==> src/rtl/mem_arb_pkg.sv <==
`default_nettype none
// ============================================================================
// Module   : mem_arb_pkg
// Purpose  : Shared types and default sizing for the memory port arbiter.
//            Holds the FSM state encoding, the grant-side encoding and the
//            default address/data width and ack timeout.
// Revision : 1.0 - initial release
// ============================================================================
package mem_arb_pkg;

   localparam int DEFAULT_ADDR_W  = 32;
   localparam int DEFAULT_DATA_W  = 32;
   localparam int DEFAULT_TIMEOUT = 255;

   typedef enum logic [1:0] {
      IDLE    = 2'd0,
      SERVE_I = 2'd1,
      SERVE_D = 2'd2
   } state_t;

   typedef enum logic {
      GRANT_I = 1'b0,
      GRANT_D = 1'b1
   } grant_t;

endpackage : mem_arb_pkg
`default_nettype wire

==> src/rtl/mem_port_arbiter.sv <==
`default_nettype none
// ============================================================================
// Module   : mem_port_arbiter
// Purpose  : Shares one single-outstanding memory port between the
//            instruction-fetch and data stages of a pipeline. Alternates the
//            grant on contention, latches the granted request, returns read
//            data with a one-cycle valid pulse, and aborts a transaction with
//            a sticky error if the memory never acknowledges.
// Ports    : clk, rst            - clock, synchronous active-high reset
//            if_req_i/if_addr_i  - fetch read request
//            if_rdata_o/if_valid_o - fetch result + completion pulse
//            d_req_i/d_we_i/d_addr_i/d_wdata_i/d_be_i - data-stage request
//            d_rdata_o/d_valid_o - data read result + completion pulse
//            mem_req_o/mem_we_o/mem_addr_o/mem_wdata_o/mem_be_o - memory port
//            mem_ack_i/mem_rdata_i - memory completion and read data
//            stall_o             - pipeline freeze while a request is pending
//            err_o               - sticky ack-timeout flag
// Revision : 1.0 - initial release
// ============================================================================
module mem_port_arbiter
   import mem_arb_pkg::*;
#(
   parameter int ADDR_W  = DEFAULT_ADDR_W,
   parameter int DATA_W  = DEFAULT_DATA_W,
   parameter int TIMEOUT = DEFAULT_TIMEOUT
) (
   input  logic              clk,
   input  logic              rst,
   input  logic              if_req_i,
   input  logic [ADDR_W-1:0] if_addr_i,
   output logic [DATA_W-1:0] if_rdata_o,
   output logic              if_valid_o,
   input  logic              d_req_i,
   input  logic              d_we_i,
   input  logic [ADDR_W-1:0] d_addr_i,
   input  logic [DATA_W-1:0] d_wdata_i,
   input  logic [3:0]        d_be_i,
   output logic [DATA_W-1:0] d_rdata_o,
   output logic              d_valid_o,
   output logic              mem_req_o,
   output logic              mem_we_o,
   output logic [ADDR_W-1:0] mem_addr_o,
   output logic [DATA_W-1:0] mem_wdata_o,
   output logic [3:0]        mem_be_o,
   input  logic              mem_ack_i,
   input  logic [DATA_W-1:0] mem_rdata_i,
   output logic              stall_o,
   output logic              err_o
);

   // Counter must hold TIMEOUT-1 and be at least 8 bits wide.
   localparam int CNT_W = ($clog2(TIMEOUT) > 8) ? $clog2(TIMEOUT) : 8;
   localparam logic [CNT_W-1:0] CNT_LAST = CNT_W'(TIMEOUT - 1);

   state_t              state_q, state_d;
   // Side favoured on the next tie. Reset to D so the data stage wins the
   // first contention; afterwards it always points at the side not just
   // granted, which yields strict alternation under contention.
   grant_t              last_grant_q, last_grant_d;
   logic [CNT_W-1:0]    cnt_q, cnt_d;
   logic [ADDR_W-1:0]   addr_q, addr_d;
   logic [DATA_W-1:0]   wdata_q, wdata_d;
   logic                we_q, we_d;
   logic [3:0]          be_q, be_d;
   logic [DATA_W-1:0]   if_rdata_q, if_rdata_d;
   logic [DATA_W-1:0]   d_rdata_q, d_rdata_d;
   logic                if_valid_q, if_valid_d;
   logic                d_valid_q, d_valid_d;
   logic                err_q, err_d;

   logic                timeout_hit;

   assign timeout_hit = (cnt_q == CNT_LAST);

   always_comb begin
      state_d      = state_q;
      last_grant_d = last_grant_q;
      cnt_d        = cnt_q;
      addr_d       = addr_q;
      wdata_d      = wdata_q;
      we_d         = we_q;
      be_d         = be_q;
      if_rdata_d   = if_rdata_q;
      d_rdata_d    = d_rdata_q;
      if_valid_d   = 1'b0;
      d_valid_d    = 1'b0;
      err_d        = err_q;

      case (state_q)
         IDLE: begin
            // Hold off while a valid pulse is out so the requester can drop
            // its request before it is granted again. mem_ack_i is ignored.
            if (!(if_valid_q || d_valid_q)) begin
               if (d_req_i && (!if_req_i || last_grant_q == GRANT_D)) begin
                  state_d      = SERVE_D;
                  last_grant_d = GRANT_I;
                  cnt_d        = '0;
                  addr_d       = d_addr_i;
                  wdata_d      = d_wdata_i;
                  we_d         = d_we_i;
                  be_d         = d_be_i;
               end else if (if_req_i) begin
                  state_d      = SERVE_I;
                  last_grant_d = GRANT_D;
                  cnt_d        = '0;
                  addr_d       = if_addr_i;
                  we_d         = 1'b0;
                  be_d         = 4'hF;
               end
            end
         end
         SERVE_I: begin
            if (mem_ack_i) begin
               if_rdata_d = mem_rdata_i;
               if_valid_d = 1'b1;
               state_d    = IDLE;
            end else if (timeout_hit) begin
               err_d      = 1'b1;
               if_valid_d = 1'b1;
               state_d    = IDLE;
            end else begin
               cnt_d = cnt_q + CNT_W'(1);
            end
         end
         SERVE_D: begin
            if (mem_ack_i) begin
               if (!we_q) begin
                  d_rdata_d = mem_rdata_i;
               end
               d_valid_d = 1'b1;
               state_d   = IDLE;
            end else if (timeout_hit) begin
               err_d     = 1'b1;
               d_valid_d = 1'b1;
               state_d   = IDLE;
            end else begin
               cnt_d = cnt_q + CNT_W'(1);
            end
         end
         default: begin
            state_d = IDLE;
         end
      endcase
   end

   always_ff @(posedge clk) begin
      if (rst) begin
         state_q      <= IDLE;
         last_grant_q <= GRANT_D;
         cnt_q        <= '0;
         addr_q       <= '0;
         wdata_q      <= '0;
         we_q         <= 1'b0;
         be_q         <= 4'h0;
         if_rdata_q   <= '0;
         d_rdata_q    <= '0;
         if_valid_q   <= 1'b0;
         d_valid_q    <= 1'b0;
         err_q        <= 1'b0;
      end else begin
         state_q      <= state_d;
         last_grant_q <= last_grant_d;
         cnt_q        <= cnt_d;
         addr_q       <= addr_d;
         wdata_q      <= wdata_d;
         we_q         <= we_d;
         be_q         <= be_d;
         if_rdata_q   <= if_rdata_d;
         d_rdata_q    <= d_rdata_d;
         if_valid_q   <= if_valid_d;
         d_valid_q    <= d_valid_d;
         err_q        <= err_d;
      end
   end

   assign mem_req_o   = (state_q == SERVE_I) || (state_q == SERVE_D);
   assign mem_we_o    = we_q;
   assign mem_addr_o  = addr_q;
   assign mem_wdata_o = wdata_q;
   assign mem_be_o    = be_q;

   assign if_rdata_o  = if_rdata_q;
   assign if_valid_o  = if_valid_q;
   assign d_rdata_o   = d_rdata_q;
   assign d_valid_o   = d_valid_q;
   assign err_o       = err_q;

   assign stall_o = (if_req_i && !if_valid_q) || (d_req_i && !d_valid_q);

endmodule : mem_port_arbiter
`default_nettype wire

==> config.mk <==
export PLATFORM = sky130hd
export DESIGN_NAME = mem_port_arbiter
export DESIGN_NICKNAME = d
export VERILOG_FILES = /design/src/rtl/mem_arb_pkg.sv /design/src/rtl/mem_port_arbiter.sv
export SDC_FILE = /design/constraint.sdc
export NUM_CORES = 1
export LEC_CHECK = 0
export ABC_AREA = 0
export BUFFER_PORTS_ARGS = -buffer_cell sky130_fd_sc_hd__buf_4
export CAP_MARGIN = 20
export CORE_ASPECT_RATIO = 1.25
export CORE_MARGIN = 2
export CORE_UTILIZATION = 35
export CTS_BUF_LIST = sky130_fd_sc_hd__clkbuf_2 sky130_fd_sc_hd__clkbuf_4 sky130_fd_sc_hd__clkbuf_8
export CTS_CLUSTER_DIAMETER = 200
export DETAILED_ROUTE_END_ITERATION = 8
export HOLD_SLACK_MARGIN = 0.15
export PLACE_DENSITY = 0.66
export SYNTH_ARGS = -nofsm -noshare
export SYNTH_HDL_FRONTEND = slang
export SYNTH_SLANG_ARGS = --single-unit
==> constraint.sdc <==
create_clock -name clk -period 1.85 [get_ports clk]
set_clock_uncertainty 0.2 [all_clocks]
set_input_delay 0.37 -clock clk [delete_from_list [all_inputs] [get_ports clk]]
set_output_delay 0.37 -clock clk [all_outputs]
set_load 0.01 [all_outputs]
==> results.md <==
- Starting Density: 35.8%
- Synth cell types: 40
- Clk_lat worst skew: 0.45 ns
- DIE WIDTH: approximately 120 µm
- CP endpoint kind: flip-flop
- Setup Slack @ Placement: -0.0765 ns
- Fraction of layout cells with a size suffix above 1: 33.5%
- FMAX: 520 MHz
- Clock Tree Buf Depth: 2
- H-Tree Depth: 4
- Core Box Area: around 16000 µm²
- Synth-to-Final Area Change: 80.3%
- Num CTS Buffers: 17
- Max VDD drop: 0.000523 V
- Drt total wl: 20100 µm
- Initial DRC Count: 413
- Final core occ: between 60% and 70%
- Setup tns final: -0.345 ns
- Startpoint Class: flip-flop
- Via count: 6286
- Run status: finished, violations left
- Number of global-route vias before repair: 6151
- Cells after Synth: 671
- Synth top area share: 52.5%
- Leakage power: about 4.4 nW
- # clock sinks: 147
- #FFs+latches synth: 147
- Maxcap violations: 0
- Vias per cell: 4.77
- Dpl hpwl: about 12000 µm
- CP Class: flip-flop to flip-flop
- Placed Area: 8140 µm²
- Final #Nets: 1237
- Final hold vios: 0
- Fillers: 1221
- Port Buffers: 275
- Total Die Area: between 15000 and 20000 µm²
- Initial antenna violation count: 0
- Largest cells by area after synthesis: dfxtp_1, nand2_1, a21oi_1
- Worst-path fanout max: 5
- Critical path arrival: 2.10 ns
- Remaining global-route overflow: 0
- Clock Tree Root: clkbuf_8
- Pin count of the biggest net entering global routing: 60
- Sequential cell area fraction in the yosys report: 52.5%
- Syn avg cell area: 8.35 µm²
- Ant. Diodes: 0
- Setup violations, final: 7
- TritonRoute pass-1 iters: 5
- Remaining DRCs: 0
- Post-route design area: 10100 µm²
- Mapped cell area: roughly 5600 µm²
- ANT nets after route: 0
- Max-slew headroom: 64.0%
- Clk slew on worst S/H paths: 0.08 ns
- CTS tree: yes
- PD cells: between 800 and 900 nW/µm²
- I/O pin total: between 200 and 300
- Warning count from the yosys run: 0
- Die height: between 100 and 150 µm
- Worst Slack Setup Final: -0.0720 ns
- FP Rows: 51
- Hold Crit Class: flip-flop to flip-flop
- Gpl congestion: 0.795
- Slew Viols, Final: 0
- Syn nets: 814
- Area leader, netlist: dfxtp_1
- Violated checks: setup timing
- Minimum clock period: 1.92 ns
- Required time worst endpoint: between 2 and 2.5 ns
- Worst-Margin Slew: between 0.5 and 0.6 ns
- RSZ-0062 raised after global routing: yes
- First-pass GRT wire length: 30500 µm
- Final worst-path cycle share: 104%
- Gr usage total: 22.8%
- Drt wl/cell: 15.2 µm
power breakdown:
group          leakage (nW)  internal (mW)  switching [mW]
Sequential             1.20           3.45           0.155
Combinational          3.03           1.25            1.11
Clock                 0.215           1.50            1.24
final cells by class:
cell class,count,area [µm²],area share (%)
repair buffers,452,3930,38.9
clock inverters,10,148,1.46
multi-input cells,470,2490,24.7
well taps,212,265,2.63
flip-flops and latches,147,2950,29.2
inverters,6,22.5,0.223
clock buffers,22,297,2.93
synth_stat cells, drive strengths merged:
| library cell | number |
|---|---|
| a21oi | 103 |
| nand2b | 2 |
| o21ai | 5 |
| and2b | 2 |
| o21a | 1 |
| nand3b | 1 |
| inv | 6 |
| nor2 | 52 |
| o21bai | 1 |
| ha | 5 |
| nand4 | 1 |
| mux2i | 32 |
| xor2 | 1 |
| and3 | 1 |
| o31a | 1 |
| o211ai | 1 |
| dfxtp | 147 |
| o31ai | 3 |
| nor3 | 1 |
| o22ai | 5 |
| or4 | 3 |
| nand2 | 200 |
| a211oi | 34 |
| buf | 13 |
| and2 | 3 |
| clkbuf | 35 |
| or2 | 2 |
| a31oi | 1 |
| nand3 | 4 |
| a22oi | 1 |
| a32oi | 1 |
| xnor2 | 3 |
layout by cell type (no fill, tap or decap), drive strengths merged, types with 3 or more instances in the layout:
| cell | count |
|---|---|
| inv | 7 |
| mux2i | 32 |
| clkinv | 3 |
| a21oi | 103 |
| dfxtp | 147 |
| nand2 | 200 |
| bufinv | 3 |
| xnor2 | 3 |
| dlygate4sd3 | 136 |
| o22ai | 5 |
| ha | 5 |
| o31ai | 3 |
| and2 | 3 |
| or4 | 3 |
| o21ai | 5 |
| nand3 | 4 |
| clkinvlp | 3 |
| a211oi | 34 |
| buf | 313 |
| nor2 | 52 |
| clkbuf | 25 |
critical path: stages (launching register included):
cell and delay, ns:
dfxtp_2 0.34, inv_2 0.05, ha_4 0.27, and2b_2 0.17
o21a_4 0.14, o21ai_4 0.07, or4_4 0.49, a21oi_2 0.12
path summary, 6_finish.rpt:
kind | slack [ns] | cells after the start | start | to
worst min register to register | 0.26 | 2 | d_rdata_o[13] | d_rdata_o[13]
worst min-delay path | 0.26 | 2 | d_rdata_o[13] | d_rdata_o[13]
worst max-delay path | -0.07 | 7 | state_q[0] | cnt_q[5]
worst max register to register | -0.07 | 7 | state_q[0] | cnt_q[5]
kinds of logic (layout without fill, tap and decap cells):
group                      after synthesis  after routing  share of synthesized area [%]
xor gates and xnor gates                 4              4                          0.625
DFF                                    147            147                           52.5
AOI/OAI and AO/OA                      157            157                           16.7
adders and majority gates                5              5                           1.12
muxes                                   32             32                           5.72
buffers and inverters                   54            490                           4.06
and+or+nand+nor                        272            272                           19.2
per-layer routing:
layer	global-route usage, %	share of wire [%]	up-vias
met5	0	0	-
met4	11.4	4.5	0
met3	6.04	5.3	62
met2	40.8	53	205
met1	24.0	37	2924
li1	-	-	3095
per-stage QoR:
stage	hold WS [ns]	power (mW)	cells
final	0.255	8.71	1319
after global routing	0.260	9.12	1319
after CTS	0.236	8.62	1311
after detailed placement	0.247	5.66	1142
after global placement	0.242	5.63	1142
after floorplan	0.256	4.60	671
state kept, by name, indices dropped and copies added, names as in the netlist:
signal,flops
d_rdata_o,32
if_rdata_o,32
mem_addr_o,32
mem_wdata_o,32
cnt_q,8
mem_be_o,4
state_q,2
d_valid_o,1
err_o,1
if_valid_o,1
last_grant_q,1
mem_we_o,1
what timing repair did:
action,4_1_cts,5_1_grt
hold buffers,136,0
cloned,0,3
pin swaps,2,5
buffers inserted,1,5
endpoints found under the hold margin,139,0
gates resized for setup,0,10
setup endpoints to repair,5,63
Note: power is estimated with default switching activity, not from simulation.
